**config.mk**
```make
export PLATFORM = sky130hd
export DESIGN_NAME = rr_arb_two2four_flat
export DESIGN_NICKNAME = d
export VERILOG_FILES = /design/src/rtl/rr_arb_two2four_if.sv /design/src/rtl/rr_arb_two2four.sv /design/src/flat_wrapper.sv
export SDC_FILE = /design/constraint.sdc
export NUM_CORES = 1
export LEC_CHECK = 0
export ABC_AREA = 1
export CORE_AREA = 2 2 47 54
export CTS_CLUSTER_SIZE = 24
export DETAILED_ROUTE_END_ITERATION = 6
export DIE_AREA = 0 0 49 56
export GPL_TIMING_DRIVEN = 0
export PLACE_DENSITY = 0.64
export SKIP_LAST_GASP = 1
export SLEW_MARGIN = 25
export SYNTH_ARGS = -nofsm -noshare
export SYNTH_HDL_FRONTEND = slang
export SYNTH_SLANG_ARGS = --single-unit
```
**constraint.sdc**
```tcl
create_clock -name clk -period 4.5 [get_ports clk]
set_input_delay 0.675 -clock clk [delete_from_list [all_inputs] [get_ports clk]]
set_output_delay 0.675 -clock clk [all_outputs]
set_load 0.05 [all_outputs]
```
**src/rtl/rr_arb_two2four_if.sv**
```systemverilog
// rr_arb_two2four_if
//
// Groups the request/grant signals that pass between the four requesting
// agents and the round-robin arbiter that owns the shared 2-to-4 decoder.
//
// Signals:
//   req     [3:0]  request vector, req[i] held high by requester i until done
//   gnt     [3:0]  registered one-hot grant, zero when nobody owns the decoder
//   x0, x1         decoder select bits, equal to the owner index
//   busy           high while a grant is active
//   timeout        one-cycle pulse when a grant is forcibly revoked
//
// Modports:
//   master  the requester side: drives req, observes everything else
//   slave   the arbiter side: observes req, drives grant/select/status
interface rr_arb_two2four_if;
    logic [3:0] req;
    logic [3:0] gnt;
    logic       x0;
    logic       x1;
    logic       busy;
    logic       timeout;

    modport master (
        output req,
        input  gnt,
        input  x0,
        input  x1,
        input  busy,
        input  timeout
    );

    modport slave (
        input  req,
        output gnt,
        output x0,
        output x1,
        output busy,
        output timeout
    );
endinterface

```
**src/rtl/rr_arb_two2four.sv**
```systemverilog
// rr_arb_two2four
//
// Four-way round-robin arbiter that turns the two2four 2-to-4 decoder into a
// single shared resource. One requester owns the decoder at a time; its
// index is presented on the decoder select (x1,x0) together with a
// registered one-hot grant. Every grant is followed by at least one IDLE
// cycle before the next one is issued.
//
// Parameters:
//   MAX_HOLD  maximum consecutive GRANT cycles for one owner (2..255);
//             only takes effect when ARB_TIMEOUT_EN is defined
//
// Ports:
//   clk     rising-edge clock
//   rst     asynchronous, active-high reset
//   bus_io  slave modport of rr_arb_two2four_if (req in; gnt, x0, x1,
//           busy, timeout out)
//
// Optional feature (macro ARB_TIMEOUT_EN):
//   Defined   - an 8-bit hold counter forcibly revokes a grant after
//               MAX_HOLD cycles and pulses timeout for one cycle.
//   Undefined - no counter is built, grants are unbounded, timeout is 0.
module rr_arb_two2four #(
    parameter int MAX_HOLD = 15
) (
    input  logic              clk,
    input  logic              rst,
    rr_arb_two2four_if.slave  bus_io
);

    typedef enum logic {
        IDLE  = 1'b0,
        GRANT = 1'b1
    } state_t;

    state_t     state_q, state_d;
    logic [1:0] ptr_q,   ptr_d;
    logic [1:0] own_q,   own_d;
    logic [1:0] sel_q,   sel_d;
    logic [3:0] gnt_q,   gnt_d;
    logic       busy_q,  busy_d;

    logic [1:0] pick;
    logic       found;

`ifdef ARB_TIMEOUT_EN
    localparam logic [7:0] HoldLast = 8'(MAX_HOLD - 1);

    logic [7:0] holdCnt_q, holdCnt_d;
    logic       timeout_q, timeout_d;
`endif

    // Elaboration-time guard on the hold limit; the counter is only 8 bits
    // wide and a limit below 2 would revoke a grant before it was usable.
    if (MAX_HOLD < 2 || MAX_HOLD > 255) begin : gIllegalMaxHold
        $error("rr_arb_two2four: MAX_HOLD must be in 2..255");
    end

    // Round-robin scan: walk ptr, ptr+1, ptr+2, ptr+3 (2-bit arithmetic
    // wraps mod 4) and remember the first index whose request is high.
    // When nothing is requesting, pick is simply left at ptr and unused.
    always_comb begin
        pick  = ptr_q;
        found = 1'b0;
        for (int k = 0; k < 4; k++) begin
            if (!found && bus_io.req[ptr_q + 2'(k)]) begin
                found = 1'b1;
                pick  = ptr_q + 2'(k);
            end
        end
    end

    // Next-state logic. From IDLE a pending request is granted on the next
    // edge and the pointer moves just past the winner so it becomes the
    // lowest priority next time. In GRANT only the owner's own request bit
    // matters; its release drops the grant and always passes through IDLE,
    // so a same-edge request from anyone else waits one more edge. The
    // select bits are only loaded on a new grant, which keeps the decoder
    // input stable for the whole grant and through the following IDLE.
    always_comb begin
        state_d   = state_q;
        ptr_d     = ptr_q;
        own_d     = own_q;
        sel_d     = sel_q;
        gnt_d     = gnt_q;
        busy_d    = busy_q;
`ifdef ARB_TIMEOUT_EN
        holdCnt_d = holdCnt_q;
        timeout_d = 1'b0;
`endif

        unique case (state_q)
            IDLE: begin
                if (bus_io.req != 4'b0000) begin
                    state_d   = GRANT;
                    own_d     = pick;
                    sel_d     = pick;
                    gnt_d     = 4'b0001 << pick;
                    busy_d    = 1'b1;
                    ptr_d     = pick + 2'd1;
`ifdef ARB_TIMEOUT_EN
                    holdCnt_d = 8'd0;
`endif
                end
            end

            GRANT: begin
                if (!bus_io.req[own_q]) begin
                    state_d = IDLE;
                    gnt_d   = 4'b0000;
                    busy_d  = 1'b0;
                end
`ifdef ARB_TIMEOUT_EN
                // The counter reads HoldLast during the last permitted
                // grant cycle, so the grant is dropped on the edge that
                // would otherwise start cycle MAX_HOLD+1.
                else if (holdCnt_q == HoldLast) begin
                    state_d   = IDLE;
                    gnt_d     = 4'b0000;
                    busy_d    = 1'b0;
                    timeout_d = 1'b1;
                end
                else begin
                    holdCnt_d = holdCnt_q + 8'd1;
                end
`endif
            end
        endcase
    end

    // State and output registers. Reset may arrive at any moment, including
    // mid-grant, and immediately clears every output and restores index 0
    // as the highest priority requester.
    always_ff @(posedge clk or posedge rst) begin
        if (rst) begin
            state_q   <= IDLE;
            ptr_q     <= 2'd0;
            own_q     <= 2'd0;
            sel_q     <= 2'd0;
            gnt_q     <= 4'b0000;
            busy_q    <= 1'b0;
`ifdef ARB_TIMEOUT_EN
            holdCnt_q <= 8'd0;
            timeout_q <= 1'b0;
`endif
        end else begin
            state_q   <= state_d;
            ptr_q     <= ptr_d;
            own_q     <= own_d;
            sel_q     <= sel_d;
            gnt_q     <= gnt_d;
            busy_q    <= busy_d;
`ifdef ARB_TIMEOUT_EN
            holdCnt_q <= holdCnt_d;
            timeout_q <= timeout_d;
`endif
        end
    end

    // Drive the interface straight from registers so every output is glitch
    // free toward the decoder and the requesters.
    assign bus_io.gnt  = gnt_q;
    assign bus_io.x0   = sel_q[0];
    assign bus_io.x1   = sel_q[1];
    assign bus_io.busy = busy_q;
`ifdef ARB_TIMEOUT_EN
    assign bus_io.timeout = timeout_q;
`else
    assign bus_io.timeout = 1'b0;
`endif

endmodule

```
**src/flat_wrapper.sv**
```systemverilog
// flat-port wrapper written by rule: the top's interface ports become plain ports
module rr_arb_two2four_flat 
#(
    parameter int MAX_HOLD = 15
)
  (clk, rst, bus_io_req, bus_io_gnt, bus_io_x0, bus_io_x1, bus_io_busy, bus_io_timeout);
  rr_arb_two2four_if bus_io_i ();
  input  logic clk;
  input  logic rst;
  input wire logic [$bits(bus_io_i.req)-1:0] bus_io_req;
  output wire logic [$bits(bus_io_i.gnt)-1:0] bus_io_gnt;
  output wire logic [$bits(bus_io_i.x0)-1:0] bus_io_x0;
  output wire logic [$bits(bus_io_i.x1)-1:0] bus_io_x1;
  output wire logic [$bits(bus_io_i.busy)-1:0] bus_io_busy;
  output wire logic [$bits(bus_io_i.timeout)-1:0] bus_io_timeout;
  assign bus_io_i.req = bus_io_req;
  assign bus_io_gnt = bus_io_i.gnt;
  assign bus_io_x0 = bus_io_i.x0;
  assign bus_io_x1 = bus_io_i.x1;
  assign bus_io_busy = bus_io_i.busy;
  assign bus_io_timeout = bus_io_i.timeout;
  rr_arb_two2four #(.MAX_HOLD(MAX_HOLD)) u_core (.clk(clk), .rst(rst), .bus_io(bus_io_i));
endmodule
```
==> metrics.md <==
| Metric | Value |
|---|---|
| HPWL Detailed | `1150 um` |
| Pin count of the biggest net entering global routing | `11` |
| Vias in the first global route | `roughly 610` |
| Max H-tree Level | `1` |
| Fin nets | `138` |
| Worst Path Buf+Inv | `2` |
| Crit path largest cell delay | `0.54 ns` |
| Starting Density | `0.337` |
| Worst path cell trace | `clkdlybuf4s50_1 -> nand2_1 -> nand2_1 -> nand2_2 -> nand2_4 -> nand3_1 -> nand2_1 -> nand2_1 -> nand2_1 -> inv_1 -> ha_1 -> nand2_1 -> o21ai_0` |
| Routed WL | `around 1500 um` |
| Num rows | `18` |
| Mapped Area | `737 um2` |
| Fill count | `230` |
| Syn nets | `121` |
| WL/cell | `9.48 um` |
| Final setup vio count | `0` |
| Ys Warns | `0` |
| Gr ovfl total | `0` |
| Critical path class | `input port to register` |
| I/O pin cnt | `14` |
| Synth Register Bits | `10` |
| Initial antenna violation count | `0` |
| Hold path depth | `2` |
| GRT Util Overall | `0.113` |
| Clock root cell | `clkbuf_4` |
| Most frequent cells in the layout | `nand2_1, clkdlybuf4s50_1, dfrtp_1` |
| DRC viols | `0` |
| Total core area | `2180 um2` |
| CP startpoint kind | `input port` |
| CTS Buf Count | `3` |
| Setup crit end kind | `register` |
| Routability Congestion | `0.746` |
| Critical path's top delay family | `simple AND/OR/NAND/NOR gates` |
| Routed vias/inst | `about 4.5` |
| Number of setup buffers added after CTS | `0` |
| Yosys cell types | `21` |
| Final worst-path cycle share | `0.504` |
| Clock slew at reported path FFs | `approximately 0.070 ns` |
| Sequential share of the synthesized area | `0.340` |
| P&R area growth vs syn | `26.3%` |
| Maxcap violations | `0` |
| RSZ-0062 raised after global routing | `false` |
| PostCTS Resize Cnt | `0` |
| Max Buffers Root-to-Sink | `2` |
| Leading cell type in the layout, fill and taps excluded | `nand2_1` |
| Post-CTS Hold Fix Bufs | `0` |
| Die W | `49 um` |
| Cells after synthesis | `111` |
| Vias | `701` |
| First-pass GRT wire length | `2500 um` |
| Full die area | `roughly 2700 um2` |
| Most Frequent Cell on Critical Path | `nand2_1` |
| Stages on the worst setup path | `13` |
| Worst Hold Class | `register to register` |
| 1st-pass router iterations | `4` |
| Worst-skew pair later-pin latency | `around 0.26 ns` |
| CP max-delay cell | `clkdlybuf4s50_1` |
| Slew Viols, Final | `0` |
| Final critical-path required period | `2.27 ns` |
| Sum of negative setup slack | `0 ns` |
| IO buf count | `12` |
| R2R depth | `14` |
| Antenna-violating nets left | `0` |
| Final hold vios | `0` |
| Slew Limit Headroom | `0.667` |
| Share of layout cells above drive strength 1 | `0.142` |
| Die Ht | `56 um` |
| CTS tree | `yes` |
| Critical Path AT | `~2.4 ns` |
| Avg Cell Area, Syn | `6.64 um2` |
| Critical path required time | `4.65 ns` |
| DR iter-0 viols | `16` |
| Clock Sinks | `10` |
| Worst-path fanout max | `5` |
| Peak Freq | `between 400 and 500 MHz` |
| Slew at the pin with the worst max-slew slack | `0.498 ns` |
| Fin Clk Skew | `0.00315 ns` |
| Status | `finished, final reports clean` |
| Antenna fix cells | `0` |
[metrics by stage]
| stage | util | instance area, um2 | worst slack, ns | hold WS (ns) | std cells |
|---|---|---|---|---|---|
| final | 0.426 | 931 | 2.23 | 0.483 | 157 |
| after global placement | 0.410 | 895 | 2.00 | 0.459 | 153 |
| after detailed placement | 0.410 | 895 | 1.94 | 0.462 | 153 |
| after global routing | 0.426 | 931 | 2.12 | 0.501 | 157 |
| after floorplan | - | 737 | 2.66 | 0.515 | 111 |
| after CTS | 0.426 | 931 | 2.23 | 0.483 | 157 |
[flip-flops by register name, indices dropped and copies added (netlist names)]
name	count
u_core.bus_io.gnt	4
u_core.ptr_q	2
u_core.bus_io.busy	1
u_core.state_q	1
u_core.own_q	2
[worst register-to-register path: cells and delay by family (launching register included)]
family / cells / cell delay (ns)
AO/OA/AOI/OAI: 1 / 0.07
adder cells (fa/ha/maj): 1 / 0.29
buffers and inverters: 3 / 0.37
flip-flops: 1 / 0.36
AND/OR/NAND/NOR: 9 / 0.73
[per-layer routing]
| metal | wire, um | GRT usage |
|---|---|---|
| met5 | 0 | 0 |
| met4 | 14 | 0.0694 |
| met3 | 66 | 0.0161 |
| met2 | 708 | 0.176 |
| met1 | 699 | 0.146 |
[Yosys cell counts]
| cell | count | area [um2] |
|---|---|---|
| nor2_1 | 1 | 3.75 |
| nand3_1 | 8 | 40.0 |
| nand2_1 | 53 | 199 |
| a21oi_1 | 5 | 25.0 |
| o21a_1 | 1 | 7.51 |
| inv_4 | 1 | 6.26 |
| ha_1 | 4 | 50.1 |
| nand3_2 | 1 | 10.0 |
| inv_2 | 2 | 7.51 |
| or2_2 | 1 | 6.26 |
| nand2_4 | 1 | 11.3 |
| buf_2 | 1 | 5.00 |
| inv_1 | 9 | 33.8 |
| nor2_4 | 1 | 11.3 |
| nor4_1 | 1 | 6.26 |
| dfrtp_1 | 10 | 250 |
| nand2_2 | 4 | 25.0 |
| buf_4 | 2 | 15.0 |
| o21ai_0 | 3 | 15.0 |
| o21ai_1 | 1 | 5.00 |
| conb_1 | 1 | 3.75 |
[cell families (layout without fill, tap and decap cells)]
kind of cell,Yosys count,in the layout,share of synthesized area
other,1,1,0.00509
adders and majority gates,4,4,0.0679
buffers and inverters,15,31,0.0917
AOI/OAI and AO/OA,10,10,0.0713
DFF,10,10,0.340
and+or+nand+nor,71,71,0.424
[final timing paths]
kind	slack, ns	from	to
max in group asynchronous	3.56	rst	u_core.ptr_q[0]$_DFFE_PP0P_
setup / recovery	2.23	bus_io_req[0]	u_core.ptr_q[1]$_DFFE_PP0P_
hold reg to reg	0.48	u_core.bus_io.gnt[3]$_DFFE_PP0P_	u_core.bus_io.gnt[3]$_DFFE_PP0P_
hold / removal	0.48	u_core.bus_io.gnt[3]$_DFFE_PP0P_	u_core.bus_io.gnt[3]$_DFFE_PP0P_
setup reg to reg	2.57	u_core.ptr_q[0]$_DFFE_PP0P_	u_core.ptr_q[1]$_DFFE_PP0P_
min in group asynchronous	0.67	rst	u_core.own_q[0]$_DFFE_PP0P_
[cell type report]
type                            instances  area (um2)  area share
Multi-Input combinational cell         86         419       0.450
Tap cell                               30        37.5      0.0403
Clock buffer                            4        36.3      0.0390
Buffer                                  3        20.0      0.0215
Timing Repair Buffer                   12         120       0.129
Sequential cell                        10         250       0.269
Inverter                               12        47.5      0.0511
Power is left out: the tool's default activity adds up to more than one toggle a clock period on the data nets, which glitch-free logic cannot reach.
